--- src/rtl/fifo_buffer_pkg.sv ---
// Shared types and constants for the fifo_buffer block.
// Pointer width helper and the flag values presented while reset is asserted.
package fifo_buffer_pkg;

    // One extra pointer bit distinguishes a full FIFO from an empty one.
    function automatic int ptr_width(input int depth_bits);
        return depth_bits + 1;
    endfunction

    localparam logic EMPTY_RST = 1'b1;
    localparam logic FULL_RST  = 1'b0;

endpackage

--- src/rtl/fifo_buffer_if.sv ---
// Producer/consumer handshake bundle for fifo_buffer.
// The count signal exists only when FIFO_BUFFER_COUNT_EN is defined.
interface fifo_buffer_if
    import fifo_buffer_pkg::*;
#(
`ifdef FIFO_BUFFER_COUNT_EN
    parameter int DEPTH_BITS = 3,
`endif
    parameter int DATA_WIDTH = 8
);

    logic                  wr_en;
    logic [DATA_WIDTH-1:0] wr_data;
    logic                  rd_en;
    logic [DATA_WIDTH-1:0] rd_data;
    logic                  full;
    logic                  empty;
`ifdef FIFO_BUFFER_COUNT_EN
    logic [ptr_width(DEPTH_BITS)-1:0] count;
`endif

    // master: the user side driving requests; slave: the FIFO itself.
    modport master (
        output wr_en,
        output wr_data,
        output rd_en,
        input  rd_data,
        input  full,
`ifdef FIFO_BUFFER_COUNT_EN
        input  count,
`endif
        input  empty
    );

    modport slave (
        input  wr_en,
        input  wr_data,
        input  rd_en,
        output rd_data,
        output full,
`ifdef FIFO_BUFFER_COUNT_EN
        output count,
`endif
        output empty
    );

endinterface

--- src/rtl/fifo_buffer_mem.sv ---
// Storage array for fifo_buffer: one synchronous write port, one read port.
// Contents are never reset; the read value is registered by the parent.
module fifo_buffer_mem #(
    parameter int DEPTH_BITS = 3,
    parameter int DATA_WIDTH = 8
) (
    input  logic                  clk,
    input  logic                  we,
    input  logic [DEPTH_BITS-1:0] waddr,
    input  logic [DATA_WIDTH-1:0] wdata,
    input  logic [DEPTH_BITS-1:0] raddr,
    output logic [DATA_WIDTH-1:0] rdata
);

    localparam int DEPTH = 2 ** DEPTH_BITS;

    logic [DATA_WIDTH-1:0] mem_q [DEPTH];

    always_ff @(posedge clk) begin
        if (we) begin
            mem_q[waddr] <= wdata;
        end
    end

    assign rdata = mem_q[raddr];

endmodule

--- src/rtl/fifo_buffer.sv ---
// Single-clock FIFO with registered read data and full/empty flags.
// Define FIFO_BUFFER_COUNT_EN to expose an occupancy count on the interface.
module fifo_buffer
    import fifo_buffer_pkg::*;
#(
    parameter int DEPTH_BITS = 3,
    parameter int DATA_WIDTH = 8
) (
    input  logic           clk,
    input  logic           reset,
    fifo_buffer_if.slave   bus
);

    localparam int PW = ptr_width(DEPTH_BITS);

    logic [PW-1:0]         wr_ptr_q;
    logic [PW-1:0]         wr_ptr_d;
    logic [PW-1:0]         rd_ptr_q;
    logic [PW-1:0]         rd_ptr_d;
    logic [DATA_WIDTH-1:0] rd_data_q;
    logic [DATA_WIDTH-1:0] rd_data_d;
    logic [DATA_WIDTH-1:0] mem_rdata;
    logic                  empty_dec;
    logic                  full_dec;
    logic                  rd_acc;
    logic                  wr_acc;

    // Same slot index with opposite wrap bits means the writer is a lap ahead.
    assign empty_dec = (wr_ptr_q == rd_ptr_q);
    assign full_dec  = (wr_ptr_q[DEPTH_BITS-1:0] == rd_ptr_q[DEPTH_BITS-1:0]) &&
                       (wr_ptr_q[DEPTH_BITS] != rd_ptr_q[DEPTH_BITS]);

    // A read in the same cycle frees a slot, so a write into a full FIFO still lands.
    assign rd_acc = bus.rd_en & ~empty_dec;
    assign wr_acc = bus.wr_en & (~full_dec | rd_acc);

    always_comb begin
        wr_ptr_d  = wr_ptr_q;
        rd_ptr_d  = rd_ptr_q;
        rd_data_d = rd_data_q;
        if (wr_acc) begin
            wr_ptr_d = wr_ptr_q + PW'(1);
        end
        if (rd_acc) begin
            rd_ptr_d  = rd_ptr_q + PW'(1);
            rd_data_d = mem_rdata;
        end
    end

    always_ff @(posedge clk or negedge reset) begin
        if (!reset) begin
            wr_ptr_q  <= '0;
            rd_ptr_q  <= '0;
            rd_data_q <= '0;
        end else begin
            wr_ptr_q  <= wr_ptr_d;
            rd_ptr_q  <= rd_ptr_d;
            rd_data_q <= rd_data_d;
        end
    end

    fifo_buffer_mem #(
        .DEPTH_BITS (DEPTH_BITS),
        .DATA_WIDTH (DATA_WIDTH)
    ) u_mem (
        .clk   (clk),
        .we    (wr_acc),
        .waddr (wr_ptr_q[DEPTH_BITS-1:0]),
        .wdata (bus.wr_data),
        .raddr (rd_ptr_q[DEPTH_BITS-1:0]),
        .rdata (mem_rdata)
    );

    assign bus.rd_data = rd_data_q;
    assign bus.empty   = reset ? empty_dec : EMPTY_RST;
    assign bus.full    = reset ? full_dec  : FULL_RST;

`ifdef FIFO_BUFFER_COUNT_EN
    // Modulo subtraction yields 0..2**DEPTH_BITS across pointer wraps.
    assign bus.count = wr_ptr_q - rd_ptr_q;
`endif

endmodule

--- src/flat_wrapper.sv ---
// flat-port wrapper written by rule: the top's interface ports become plain ports
module fifo_buffer_flat import fifo_buffer_pkg::*;
#(
    parameter int DEPTH_BITS = 3,
    parameter int DATA_WIDTH = 8
)
  (clk, reset, bus_wr_en, bus_wr_data, bus_rd_en, bus_rd_data, bus_full, bus_empty);
  fifo_buffer_if #(.DATA_WIDTH(DATA_WIDTH)) bus_i ();
  input  logic clk;
  input  logic reset;
  input wire logic [$bits(bus_i.wr_en)-1:0] bus_wr_en;
  input wire logic [$bits(bus_i.wr_data)-1:0] bus_wr_data;
  input wire logic [$bits(bus_i.rd_en)-1:0] bus_rd_en;
  output wire logic [$bits(bus_i.rd_data)-1:0] bus_rd_data;
  output wire logic [$bits(bus_i.full)-1:0] bus_full;
  output wire logic [$bits(bus_i.empty)-1:0] bus_empty;
  assign bus_i.wr_en = bus_wr_en;
  assign bus_i.wr_data = bus_wr_data;
  assign bus_i.rd_en = bus_rd_en;
  assign bus_rd_data = bus_i.rd_data;
  assign bus_full = bus_i.full;
  assign bus_empty = bus_i.empty;
  fifo_buffer #(.DEPTH_BITS(DEPTH_BITS), .DATA_WIDTH(DATA_WIDTH)) u_core (.clk(clk), .reset(reset), .bus(bus_i));
endmodule
--- config.mk ---
export PLATFORM = sky130hd
export DESIGN_NAME = fifo_buffer_flat
export DESIGN_NICKNAME = d
export VERILOG_FILES = /design/src/rtl/fifo_buffer_pkg.sv /design/src/rtl/fifo_buffer_if.sv /design/src/rtl/fifo_buffer_mem.sv /design/src/rtl/fifo_buffer.sv /design/src/flat_wrapper.sv
export SDC_FILE = /design/constraint.sdc
export NUM_CORES = 1
export LEC_CHECK = 0
export BUFFER_PORTS_ARGS = -buffer_cell sky130_fd_sc_hd__buf_2
export CORE_ASPECT_RATIO = 1.4
export CORE_MARGIN = 10
export CORE_UTILIZATION = 55
export DETAILED_ROUTE_END_ITERATION = 10
export GPL_ROUTABILITY_DRIVEN = 0
export HOLD_SLACK_MARGIN = 0.05
export PLACE_DENSITY_LB_ADDON = 0.25
export SYNTH_ARGS = -nofsm -noshare
export SYNTH_HDL_FRONTEND = slang
export SYNTH_SLANG_ARGS = --single-unit
--- constraint.sdc ---
create_clock -name clk -period 2.4 [get_ports clk]
set_clock_uncertainty 0.05 [all_clocks]
set_input_delay 0.48 -clock clk [delete_from_list [all_inputs] [get_ports clk]]
set_output_delay 0.48 -clock clk [all_outputs]
set_load 0.05 [all_outputs]
# Yosys cells after proc, flatten, opt, wreduce, memory -nomap -nowiden

Memories as Yosys holds them, arrays and structs flattened. A register that Yosys moved wholly into a read port is not among the register bits.
Index checks and enable logic that the tools add are counted.

Register bits after elaboration: 8
Memory bits (writable): 64
Input bits: 12
Word-level logic and storage cells: 19
Memories: 1

Add/subtract/negate cells: 2
Equal/unequal tests: 3
Multiplexer cells: 4
Bitwise logic cells: 5
Reductions and logical operators: 2

Memory list:

| name               | words | width | rd ports | clocked after memory_dff | wr ports | line                  | text |
|---|---|---|---|---|---|---|---|
| u_core.u_mem.mem_q | 8     | 8     | 1        | 1                        | 1        | fifo_buffer_mem.sv:17 | `logic [DATA_WIDTH-1:0] mem_q [DEPTH];` |

Operators with widths:

| kind                                        | number |
|---|---|
| adder 4 x 1 -> 4 bit, second input constant | 2 |
| equality test 4 bit                         | 1 |
| 2-to-1 mux 1 bit                            | 4 |
| equality test 3 bit                         | 1 |
| AND 1 bit                                   | 2 |
| inverter 1 bit                              | 2 |
| logical AND 1 bit                           | 1 |
| zero test 1 bit                             | 1 |
| inequality test 1 bit                       | 1 |
| bitwise OR 1 bit                            | 1 |

# Longest topological paths before layout

Gate-level depths: netlist (run 1).

Depth after elaboration: 7
Depth in mapped cells: 6
Depth with buffers taken out: 4

# Modules after synthesis

Synthesis (run 1) repeated with hierarchy kept, for this count alone.

Cells, all modules: 165
Area, all modules: 3314.4 µm²

By module, submodules not included:

| module          | instances | cells each | area an instance (µm²) |
|---|---|---|---|
| fifo_buffer_mem | 1         | 106        | 2531.2 |
| fifo_buffer     | 1         | 59         | 783.3 |

# Least setup slack after synthesis (run 1)

OpenSTA, ideal clock, no wires.

Kind: register -> output
Start: reg u_core.rd_ptr_q[0]
End: out bus_empty
Data arrival time: 1.917 ns
Path slack: -0.047 ns
Cell stages (with the launch flop): 5
Buffers on the path: 1
Cell sequence: dfrtp_1 > buf_6 > xnor2_2 > nand3_1 > o21ai_0

Cells in the longest elaborated chain, start to end: 2

Ends and longest elaborated chain:

| item                   | line               | text |
|---|---|---|
| start, declared        | fifo_buffer.sv:18  | `logic [PW-1:0] rd_ptr_q;` |
| start signal, assigned | fifo_buffer.sv:57  | `rd_ptr_q <= rd_ptr_d;` |
| equality test 4 bit    | fifo_buffer.sv:29  | `assign empty_dec = (wr_ptr_q == rd_ptr_q);` |
| 2-to-1 mux 1 bit       | fifo_buffer.sv:75  | `assign bus.empty = reset ? empty_dec : EMPTY_RST;` |
| end, declared          | flat_wrapper.sv:16 | `output wire logic [$bits(bus_i.empty)-1:0] bus_empty;` |

Every way passes these cells.

# Final worst setup path (run 1)

Start: reg u_core.wr_ptr_q[1]
End: out bus_full

Cells in the longest elaborated chain, start to end: 3

Ends and longest elaborated chain:

| item                   | line               | text |
|---|---|---|
| start, declared        | fifo_buffer.sv:16  | `logic [PW-1:0] wr_ptr_q;` |
| start signal, assigned | fifo_buffer.sv:56  | `wr_ptr_q <= wr_ptr_d;` |
| equality test 3 bit    | fifo_buffer.sv:30  | `assign full_dec = (wr_ptr_q[DEPTH_BITS-1:0] == rd_ptr_q[DEPTH_BITS-1:0]) &&` |
| logical AND 1 bit      | fifo_buffer.sv:30  |  |
| 2-to-1 mux 1 bit       | fifo_buffer.sv:76  | `assign bus.full = reset ? full_dec : FULL_RST;` |
| end, declared          | flat_wrapper.sv:15 | `output wire logic [$bits(bus_i.full)-1:0] bus_full;` |

Every way passes these cells.

==> results of run 1 <==
[state kept, by name, indices dropped and copies added, names as in the netlist]
name and count:
u_core.wr_ptr_q 4, u_core.rd_ptr_q 4, u_core.bus.rd_data 8, u_core.u_mem.mem_q 64
[layer usage]
metal | part of all wire | vias up | track usage | wire [µm]
met3 | 0.041 | 6 | 0.0324 | 239
met1 | 0.40 | 821 | 0.143 | 2320
met2 | 0.55 | 35 | 0.221 | 3160
met5 | 0 | - | 0 | 0
li1 | - | 729 | - | -
met4 | 0.012 | 0 | 0.0496 | 70
[layout make-up]
| cell class | instances | area (µm²) | area share |
|---|---|---|---|
| Clock inverter | 6 | 66.3 | 0.0182 |
| Clock buffer | 10 | 138 | 0.0377 |
| Sequential cell | 80 | 2320 | 0.636 |
| Timing Repair Buffer | 31 | 185 | 0.0508 |
| Tap cell | 70 | 87.6 | 0.0240 |
| Inverter | 4 | 15.0 | 0.00412 |
| Multi-Input combinational cell | 79 | 835 | 0.229 |
[synth_stat cells, drive strengths merged (2+ instances only)]
cell type   n  share of area
buf         8          0.020
nor3        4         0.0062
o21ai      11          0.021
xor2        3         0.0081
mux4       16           0.11
nor2        6         0.0078
mux2        2         0.0093
mux2i       8          0.025
xnor2       8          0.026
o211ai      2         0.0046
dfrtp      16           0.12
inv         4         0.0046
edfxtp     64           0.60
ha          2         0.0078
nand2b      2         0.0039
nand3       2         0.0031
nand2      10          0.012
[worst max-delay path by stage]
| stage | slack, ps | from | to | depth (start not counted) |
|---|---|---|---|---|
| after global placement | 80 | u_core.wr_ptr_q[1] | u_core.u_mem.mem_q[1][0] | 4 |
| after floorplan | 220 | u_core.rd_ptr_q[0] | u_core.u_mem.mem_q[0][0] | 5 |
| after detailed placement | -30 | u_core.wr_ptr_q[1] | u_core.u_mem.mem_q[1][3] | 4 |
| after global routing | 8 | u_core.wr_ptr_q[1] | bus_full | 5 |
| after CTS | 30 | u_core.wr_ptr_q[1] | bus_full | 5 |
| final | 120 | u_core.wr_ptr_q[1] | bus_full | 5 |
[power by group through the flow]
stage,Clock (mW),Sequential (mW),Combinational [mW]
after global routing,1.06,2.02,1.85
after global placement,0,1.99,1.69
final,0.971,1.99,1.71
after floorplan,0,2.18,1.16
after detailed placement,0,2.02,1.71
after CTS,0.993,1.98,1.73
[critical path, cell delays in order, from the launching register on]
cell,delay (ps)
dfrtp_1,490
xnor2_2,240
nand4_2,180
buf_4,190
nor2_1,80
clkbuf_4,230
[per-stage QoR]
stage / power [mW] / TNS, ps
finish: 4.67 / 0
CTS: 4.71 / 0
detailed placement: 3.73 / -259
floorplan: 3.34 / 0
global route: 4.92 / 0
global placement: 3.68 / 0
[logic make-up after synthesis]
family	after synthesis	synth area share
adders and majority gates	2	0.00775
xor gates and xnor gates	11	0.0345
AOI/OAI and AO/OA	14	0.0283
DFF	80	0.719
and+or+nand+nor	26	0.0384
buffers and inverters	13	0.0260
muxes	26	0.146
[repair_timing]
item | 4_1_cts | 5_1_grt
endpoints found under the hold margin | 5 | 0
pin swaps | 0 | 0
endpoints found under the setup margin | 8 | 1
gates resized for setup | 1 | 2
hold buffers | 1 | 0
==> metrics.md, run 1 <==
| Metric | Value |
|---|---|
| Status | completed |
| IO buf count | 21 |
| Initial antenna violation count | 0 |
| Synth Area per Inst | 18.8 µm² |
| Internal | 3.04 mW |
| Finish-stage setup viols | 0 |
| Syn_nets | 186 |
| Dpl ws | -32.9 ps |
| Most common flop cell mapped by yosys | edfxtp_1 |
| Switching Fraction | 0.349 |
| RSZ-0062 raised after global routing | false |
| Critical path class | flop to primary output |
| Switching power | 1.63 mW |
| First-pass GRT wire length | 9260 µm |
| Netlist cell types | 26 |
| Starting Density | 0.558 |
| TritonCTS clock tree | yes |
| Number of global-route vias before repair | 1805 |
| Vias per inst | 5.68 |
| Post-Layout Inst Area | 3650 µm² |
| Cell Pwr Density | 1280 nW/µm² |
| Drt initial violations | 113 |
| Hpwl dp | 4030 µm |
| Clock network power share | 0.208 |
| Worst Hold Class | primary input to flop |
| Pin count of the biggest net entering global routing | 20 |
| CP Data Arrival Time | 1750 ps |
| Clock slew at reported path FFs | 80 ps |
| Worst vdd ir | 0.000661 V |
| Worst slew pin tran | 1130 ps |
| Share of layout cells above drive strength 1 | 0.338 |
| Root Buffer | clkbuf_8 |
| Register area share after synthesis | 0.719 |
| Max-slew violation count | 0 |
| DRC viols | 0 |
| Overall die width | 84.8 µm |
| Congestion Overflow GR | 0 |
| Final setup margin | 124 ps |
| FFs w/ async S/R, synth | 0.200 |
| Clk_lat worst skew | 330 ps |
| Hold slack | 372 ps |
| Critical path peak fanout | 8 |
| Final net count | 219 |
| Cell count after synthesis | 172 |
| Average wire per standard cell | 20.7 µm |
| RR Endpoint | u_core.u_mem.mem_q[3][6] |
| Fmax achieved | 439 MHz |
| I/O Pins | 22 |
| Flop pwr share | 0.425 |
| Area after DPL | 3420 µm² |
| Commonest non-fill, non-tap cell in the layout | edfxtp_1 |
| Hold Path Origin | bus_wr_data[2] |
| CP Launch Type | flop |
| Routed wire length | 5790 µm |
| Area of the mapped netlist | 3230 µm² |
| TritonCTS Buffers | 9 |
| Max_slew headroom | 0.238 |
| CTS HTree Levels | 3 |
| Antenna cells | 0 |
| Clk buf depth | 2 |
| Vias | 1591 |
| Final min period | 2280 ps |
| Post-route insts no fill | 280 |
| Fin crit share | 0.949 |
| Ys Warns | 0 |
| Worst Hold Path EP | u_core.u_mem.mem_q[0][2] |
| Final hold violations | 0 |
| Die Ht | 111 µm |
| Clock sinks | 80 |
| Post-synth EDFFs | 64 |
| Most frequent cells in the layout | edfxtp_1, buf_2, mux4_2, dfrtp_1 |
| Maxcap violations | 0 |
| Fill count | 409 |
| Synth-to-Final Area Change | 13.0% |
| Die ar. | 9380 µm² |
| DRT antenna net count | 0 |
| DRT Pass-1 Iters | 4 |
| Worst r2r src | u_core.wr_ptr_q[1] |
| Hold depth | 1 |
| WP data required | 1870 ps |
| Cell row count | 33 |
| Fin util | 0.631 |
| Logic gate share of total power | 0.367 |
| Placed cells | 263 |
| Leakage | 1.34 nW |
| Global-route usage over all layers | 0.127 |
| Yosys reg bits | 80 |
| Setup Buffers After CTS | 0 |
| Reg2Reg Depth | 4 |
| Crit. End Element | primary output |
| Worst reg2reg setup slack | 130 ps |
| Core footprint | 5780 µm² |
(Power assumes the default switching activity.)
==> run 2: changes to the inputs <==
- CORE_UTILIZATION: 55 -> 53
- SETUP_SLACK_MARGIN: default -> 0.2
- clock period: 2.4 -> 2 ns (I/O delays scaled with it)
==> metrics.md, run 2 (same netlist as run 1, synthesis figures left out) <==
| Metric | Value |
|---|---|
| Max-slew violation count | 0 (unchanged) |
| Worst slew pin tran | 391 ps (-743 ps) |
| Flop pwr share | 0.371 (-0.054) |
| Worst vdd ir | 0.000889 V (+34%) |
| Status | complete, but fails checks |
| Crit path max-delay family | flip-flops |
| WP data required | 1550 ps (-320 ps) |
| Clk buf depth | 2 (unchanged) |
| Leakage | 1.47 nW (+10%) |
| Vias per inst | 5.71 (+0.41%) |
| Fill count | 402 (-1.7%) |
| Number of global-route vias before repair | 1866 (+3.4%) |
| DRT antenna net count | 0 (unchanged) |
| TritonCTS Buffers | 9 (unchanged) |
| Switching Fraction | 0.344 (-0.00482) |
| Synth-to-Final Area Change | 23.4% |
| Clk_lat worst skew | 360 ps (+30 ps) |
| Cell row count | 33 (unchanged) |
| CP Launch Type | flop |
| Dpl ws | -10.7 ps (+22.2 ps) |
| Critical path peak fanout | 3 (-5) |
| Initial antenna violation count | 0 (unchanged) |
| IO buf count | 21 (unchanged) |
| Final net count | 238 (+8.7%) |
| Drt initial violations | 145 (+28%) |
| Pin count of the biggest net entering global routing | 20 (unchanged) |
| Clock network power share | 0.229 (+0.021) |
| Maxcap violations | 0 (unchanged) |
| Final hold violations | 0 (unchanged) |
| Fin util | 0.675 (+0.0433) |
| Finish-stage setup viols | 1 (+1) |
| Fin crit share | 1.01 |
| Congestion Overflow GR | 0 (unchanged) |
| Routed wire length | 6650 µm (+15%) |
| Final setup margin | -17.6 ps (-141 ps) |
| TritonCTS clock tree | yes |
| CP Data Arrival Time | 1570 ps (-180 ps) |
| Setup TNS | -17.6 ps (-17.6 ps) |
| Logic gate share of total power | 0.400 (+0.033) |
| Failing checks | negative setup slack |
| Post-Layout Inst Area | 3980 µm² (+9.2%) |
| DRT Pass-1 Iters | 4 (unchanged) |
| Die Ht | 112 µm (+1.5%) |
| Fmax achieved | 496 MHz |
| Antenna cells | 0 (unchanged) |
| Placed cells | 270 (+2.7%) |
| Max_slew headroom | 0.739 (+0.500) |
| Core footprint | 5900 µm² (+2.1%) |
| Most frequent cells in the layout | edfxtp_1, buf_2, buf_4, mux4_2, dfrtp_1 |
| First-pass GRT wire length | 10300 µm (+11%) |
| Vias | 1706 (+7.2%) |
| RSZ-0062 raised after global routing | true |
| I/O Pins | 22 (unchanged) |
| Clock slew at reported path FFs | 80 ps (about the same) |
| Hpwl dp | 4100 µm (+1.7%) |
| Clock sinks | 80 (unchanged) |
| Most flops, register | u_core.u_mem.mem_q |
| Die ar. | 9660 µm² (+3.0%) |
| Global-route usage over all layers | 0.144 (+0.0169) |
| Share of layout cells above drive strength 1 | 0.437 (+0.0986) |
| Crit. End Element | primary output |
| DRC viols | 0 (unchanged) |
| Commonest non-fill, non-tap cell in the layout | edfxtp_1 |
| CP max stage delay | 420 ps (-70 ps) |
| Slowest library cell on the worst path | dfrtp_1 |
| Final min period | 2020 ps |
| Critical path class | flop to primary output |
| Worst path cell trace | xnor2_2 > nand4_2 > buf_6 > nor2_4 > buf_8 |
| Switching power | 2.17 mW (+33%) |
| Starting Density | 0.547 (-0.0117) |
| Area after DPL | 3490 µm² (+1.9%) |
| Worst Hold Class | primary input to flop |
| Cell Pwr Density | 1590 nW/µm² (+24%) |
| Largest register FFs | 64 (unchanged) |
| CP bufs+invs | 2 (unchanged) |
| CTS HTree Levels | 3 (unchanged) |
| Internal | 4.14 mW (+36%) |
| Post-route insts no fill | 299 (+6.8%) |
| Overall die width | 86.0 µm (+1.4%) |
| Average wire per standard cell | 22.2 µm (+7.5%) |
| Root Buffer | clkbuf_8 |
-- run 2: path summary, 6_finish.rpt --
path / startpoint / to / slack, ps / cells after the start
min in group asynchronous: reset / u_core.bus.rd_data[2] / 480 / 2
hold reg to reg: u_core.bus.rd_data[2] / u_core.bus.rd_data[2] / 440 / 2
setup / recovery: u_core.rd_ptr_q[0] / bus_full / -20 / 5
hold / removal: bus_wr_data[5] / u_core.u_mem.mem_q[6][5] / 260 / 1
max in group asynchronous: reset / u_core.bus.rd_data[1] / 1140 / 2
setup reg to reg: u_core.rd_ptr_q[0] / u_core.u_mem.mem_q[4][5] / 50 / 8
-- run 2: final cells by class --
type                       instances  area [µm²]  area share
clock buffer                      10         138      0.0346
clock inverter                     6         115      0.0289
inverter                           4        15.0     0.00377
multi-input combinational         79         918       0.231
sequential                        80        2320       0.583
tap                               70        87.6      0.0220
timing repair buffer              50         387      0.0971
-- run 2: timing repair --
item | CTS | global route
endpoints found under the hold margin | 7 | 0
hold buffers | 2 | 0
resized for setup | 22 | 8
buffers inserted | 9 | 2
setup endpoints to repair | 66 | 75
pin swaps | 8 | 7
-- run 2: power by group through the flow --
stage,registers (mW),clock network (mW),logic [mW]
after global placement,2.36,0,2.13
final,2.34,1.45,2.53
after CTS,2.34,1.46,2.44
after detailed placement,2.38,0,2.17
after floorplan,2.62,0,1.41
after global routing,2.37,1.54,2.70
-- run 2: worst reg2reg max path, cell delays in order (launching register included) --
cell      delay (ps)
dfrtp_1          420
xnor2_2          250
nand4_2          150
buf_4            170
buf_4            120
o211ai_1         160
buf_4            200
nor3_4            50
buf_12           140
-- run 2: per-stage QoR --
step	hold slack, ps	total power [mW]
after floorplan	54.4	4.03
after global placement	226	4.48
after detailed placement	234	4.55
after CTS	253	6.24
after global routing	256	6.62
final	265	6.32
-- run 2: routing by layer --
| layer | GRT usage | share of wire | vias up |
|---|---|---|---|
| met4 | 0.0628 | 0.018 | 0 |
| met5 | 0 | 0 | - |
| met3 | 0.0384 | 0.035 | 12 |
| met1 | 0.172 | 0.40 | 890 |
| met2 | 0.237 | 0.54 | 33 |
| li1 | - | - | 771 |
==> run 3: changes to the inputs <==
- TNS_END_PERCENT: default -> 50
==> metrics.md, run 3 (same netlist as run 1, synthesis figures left out) <==
| Metric | Value |
|---|---|
| Status | complete, but fails checks |
| Failing checks | negative setup slack |
| Root Buffer | clkbuf_8 |
| Max_slew headroom | 0.736 (-0.00220) |
| TritonCTS Buffers | 9 (unchanged) |
| Register area | 2320 µm² (about the same) |
| Cell Pwr Density | 1580 nW/µm² (-0.10%) |
| Clock network power share | 0.230 (about the same) |
| First-pass GRT wire length | 10200 µm (-0.74%) |
| Commonest non-fill, non-tap cell in the layout | edfxtp_1 |
| Max-slew violation count | 0 (unchanged) |
| Placed cells | 270 (unchanged) |
| Number of global-route vias before repair | 1849 (-0.91%) |
| Global-route usage over all layers | 0.143 (-0.000691) |
| DRT Pass-1 Iters | 4 (unchanged) |
| Congestion Overflow GR | 0 (unchanged) |
| Clk_lat worst skew | 350 ps (about the same) |
| Final net count | 236 (-0.84%) |
| Internal | 4.14 mW (-0.14%) |
| Area after DPL | 3490 µm² (unchanged) |
| Worst slew pin tran | 394 ps (+3.29 ps) |
| Most frequent cells in the layout | edfxtp_1, buf_2, mux4_2, buf_4, dfrtp_1 |
| Largest register FFs | 64 (unchanged) |
| Clk buf depth | 2 (unchanged) |
| Final min period | 2010 ps (-6.83 ps) |
| Critical path class | flop to primary output |
| Crit. End Element | primary output |
| DRT antenna net count | 0 (unchanged) |
| Pin count of the biggest net entering global routing | 20 (unchanged) |
| Worst vdd ir | 0.000882 V (-0.76%) |
| Fill count | 404 (+0.50%) |
| Worst Hold Class | primary input to flop |
| Multi-input gate area | 925 µm² (+0.68%) |
| Starting Density | 0.547 (unchanged) |
| WP data required | 1550 ps (about the same) |
| Die ar. | 9660 µm² (unchanged) |
| Final hold violations | 0 (unchanged) |
| Fmax achieved | 497 MHz (+0.34%) |
| Fin crit share | 1.01 (-0.00342) |
| Switching Fraction | 0.345 (+0.000453) |
| DRC viols | 0 (unchanged) |
| TritonCTS clock tree | yes |
| Drt initial violations | 136 (-6.2%) |
| Finish-stage setup viols | 6 (+5) |
| Crit path launch | u_core.wr_ptr_q[1] |
| Routed wire length | 6680 µm (+0.39%) |
| Vias | 1682 (-1.4%) |
| Share of layout cells above drive strength 1 | 0.436 (-0.000558) |
| Final setup margin | -10.8 ps (+6.83 ps) |
| Reg2Reg Depth | 8 (unchanged) |
| Cell row count | 33 (unchanged) |
| I/O Pins | 22 (unchanged) |
| Die Ht | 112 µm (unchanged) |
| Switching power | 2.18 mW (about the same) |
| Logic gate share of total power | 0.398 (-0.002) |
| Post-route insts no fill | 297 (-0.67%) |
| CTS HTree Levels | 3 (unchanged) |
| Flop pwr share | 0.372 (about the same) |
| CP Data Arrival Time | 1560 ps (about the same) |
| IO buf count | 21 (unchanged) |
| Overall die width | 86.0 µm (unchanged) |
| Core footprint | 5900 µm² (unchanged) |
| Average wire per standard cell | 22.5 µm (+1.1%) |
| Clock sinks | 80 (unchanged) |
| Most flops, register | u_core.u_mem.mem_q |
| Initial antenna violation count | 0 (unchanged) |
| Critical path peak fanout | 3 (unchanged) |
| CP endpoint | bus_full |
| Clock slew at reported path FFs | 80 ps (about the same) |
| Post-Layout Inst Area | 3980 µm² (about the same) |
| Hold Path Origin | bus_wr_data[5] |
| Worst r2r src | u_core.wr_ptr_q[1] |
| Synth-to-Final Area Change | 23.4% (about the same) |
| Antenna cells | 0 (unchanged) |
| Maxcap violations | 0 (unchanged) |
| RR Endpoint | u_core.u_mem.mem_q[4][5] |
| Vias per inst | 5.66 (-0.74%) |
| CP Launch Type | flop |
| Leakage | 1.47 nW (-0.24%) |
| RSZ-0062 raised after global routing | true |
| Hpwl dp | 4100 µm (unchanged) |
| Worst reg2reg setup slack | -10 ps (-60 ps) |
## run 3: cell types whose count changed in the layout (fill, tap and decap cells not counted), sizes merged
| cell | change |
|---|---|
| buf | -2 |
## run 3: layer usage
metal,up-vias,global-route usage,part of all wire
met5,-,0,0
li1,765,-,-
met2,50,0.233,0.54
met3,11,0.0449,0.059
met4,0,0.0562,0.015
met1,856,0.171,0.39
## run 3: what timing repair did
item,CTS,global route
gates resized for setup,15,16
buffers inserted,6,3
pin swaps,8,9
hold buffers,2,0
setup endpoints to repair,66,74
endpoints found under the hold margin,7,0
## run 3: worst min-delay path by stage
stage	endpoint	slack (ps)	cells after the start
after floorplan	u_core.bus.rd_data[0]	50	0
after global placement	u_core.wr_ptr_q[2]	230	1
after detailed placement	u_core.rd_ptr_q[2]	230	1
after CTS	u_core.u_mem.mem_q[4][1]	250	1
after global routing	u_core.u_mem.mem_q[1][4]	260	1
final	u_core.u_mem.mem_q[6][5]	270	1
## run 3: cell type report
class / instances / share of cell area
Sequential cell: 80 / 0.583
Clock buffer: 10 / 0.0345
Inverter: 4 / 0.00377
Timing Repair Buffer: 48 / 0.0955
Multi-Input combinational cell: 79 / 0.232
Tap cell: 70 / 0.0220
Clock inverter: 6 / 0.0289
## run 3: stage by stage
stage	power [mW]	setup TNS (ps)	utilization	hold WS [ps]	setup WS (ps)
floorplan	4.03	0	-	54.4	8.50
global placement	4.48	0	0.590	226	40.3
detailed placement	4.55	-83.7	0.590	234	-10.7
CTS	6.18	0	0.658	253	19.9
global route	6.64	-523	0.675	255	-94.1
finish	6.31	-38.8	0.675	267	-10.8
## run 3: power by group through the flow
stage               Combinational [mW]  Sequential [mW]  Clock [mW]
detailed placement                2.17             2.38           0
CTS                               2.37             2.35        1.46
finish                            2.51             2.35        1.45
global placement                  2.13             2.36           0
global route                      2.70             2.38        1.55
floorplan                         1.41             2.62           0
## run 3: worst max-delay path: stages (launching register included)
cell and delay (ps):
dfrtp_1 420, xnor2_2 240, nand4_2 160, buf_6 150
nor2_4 80, buf_6 160
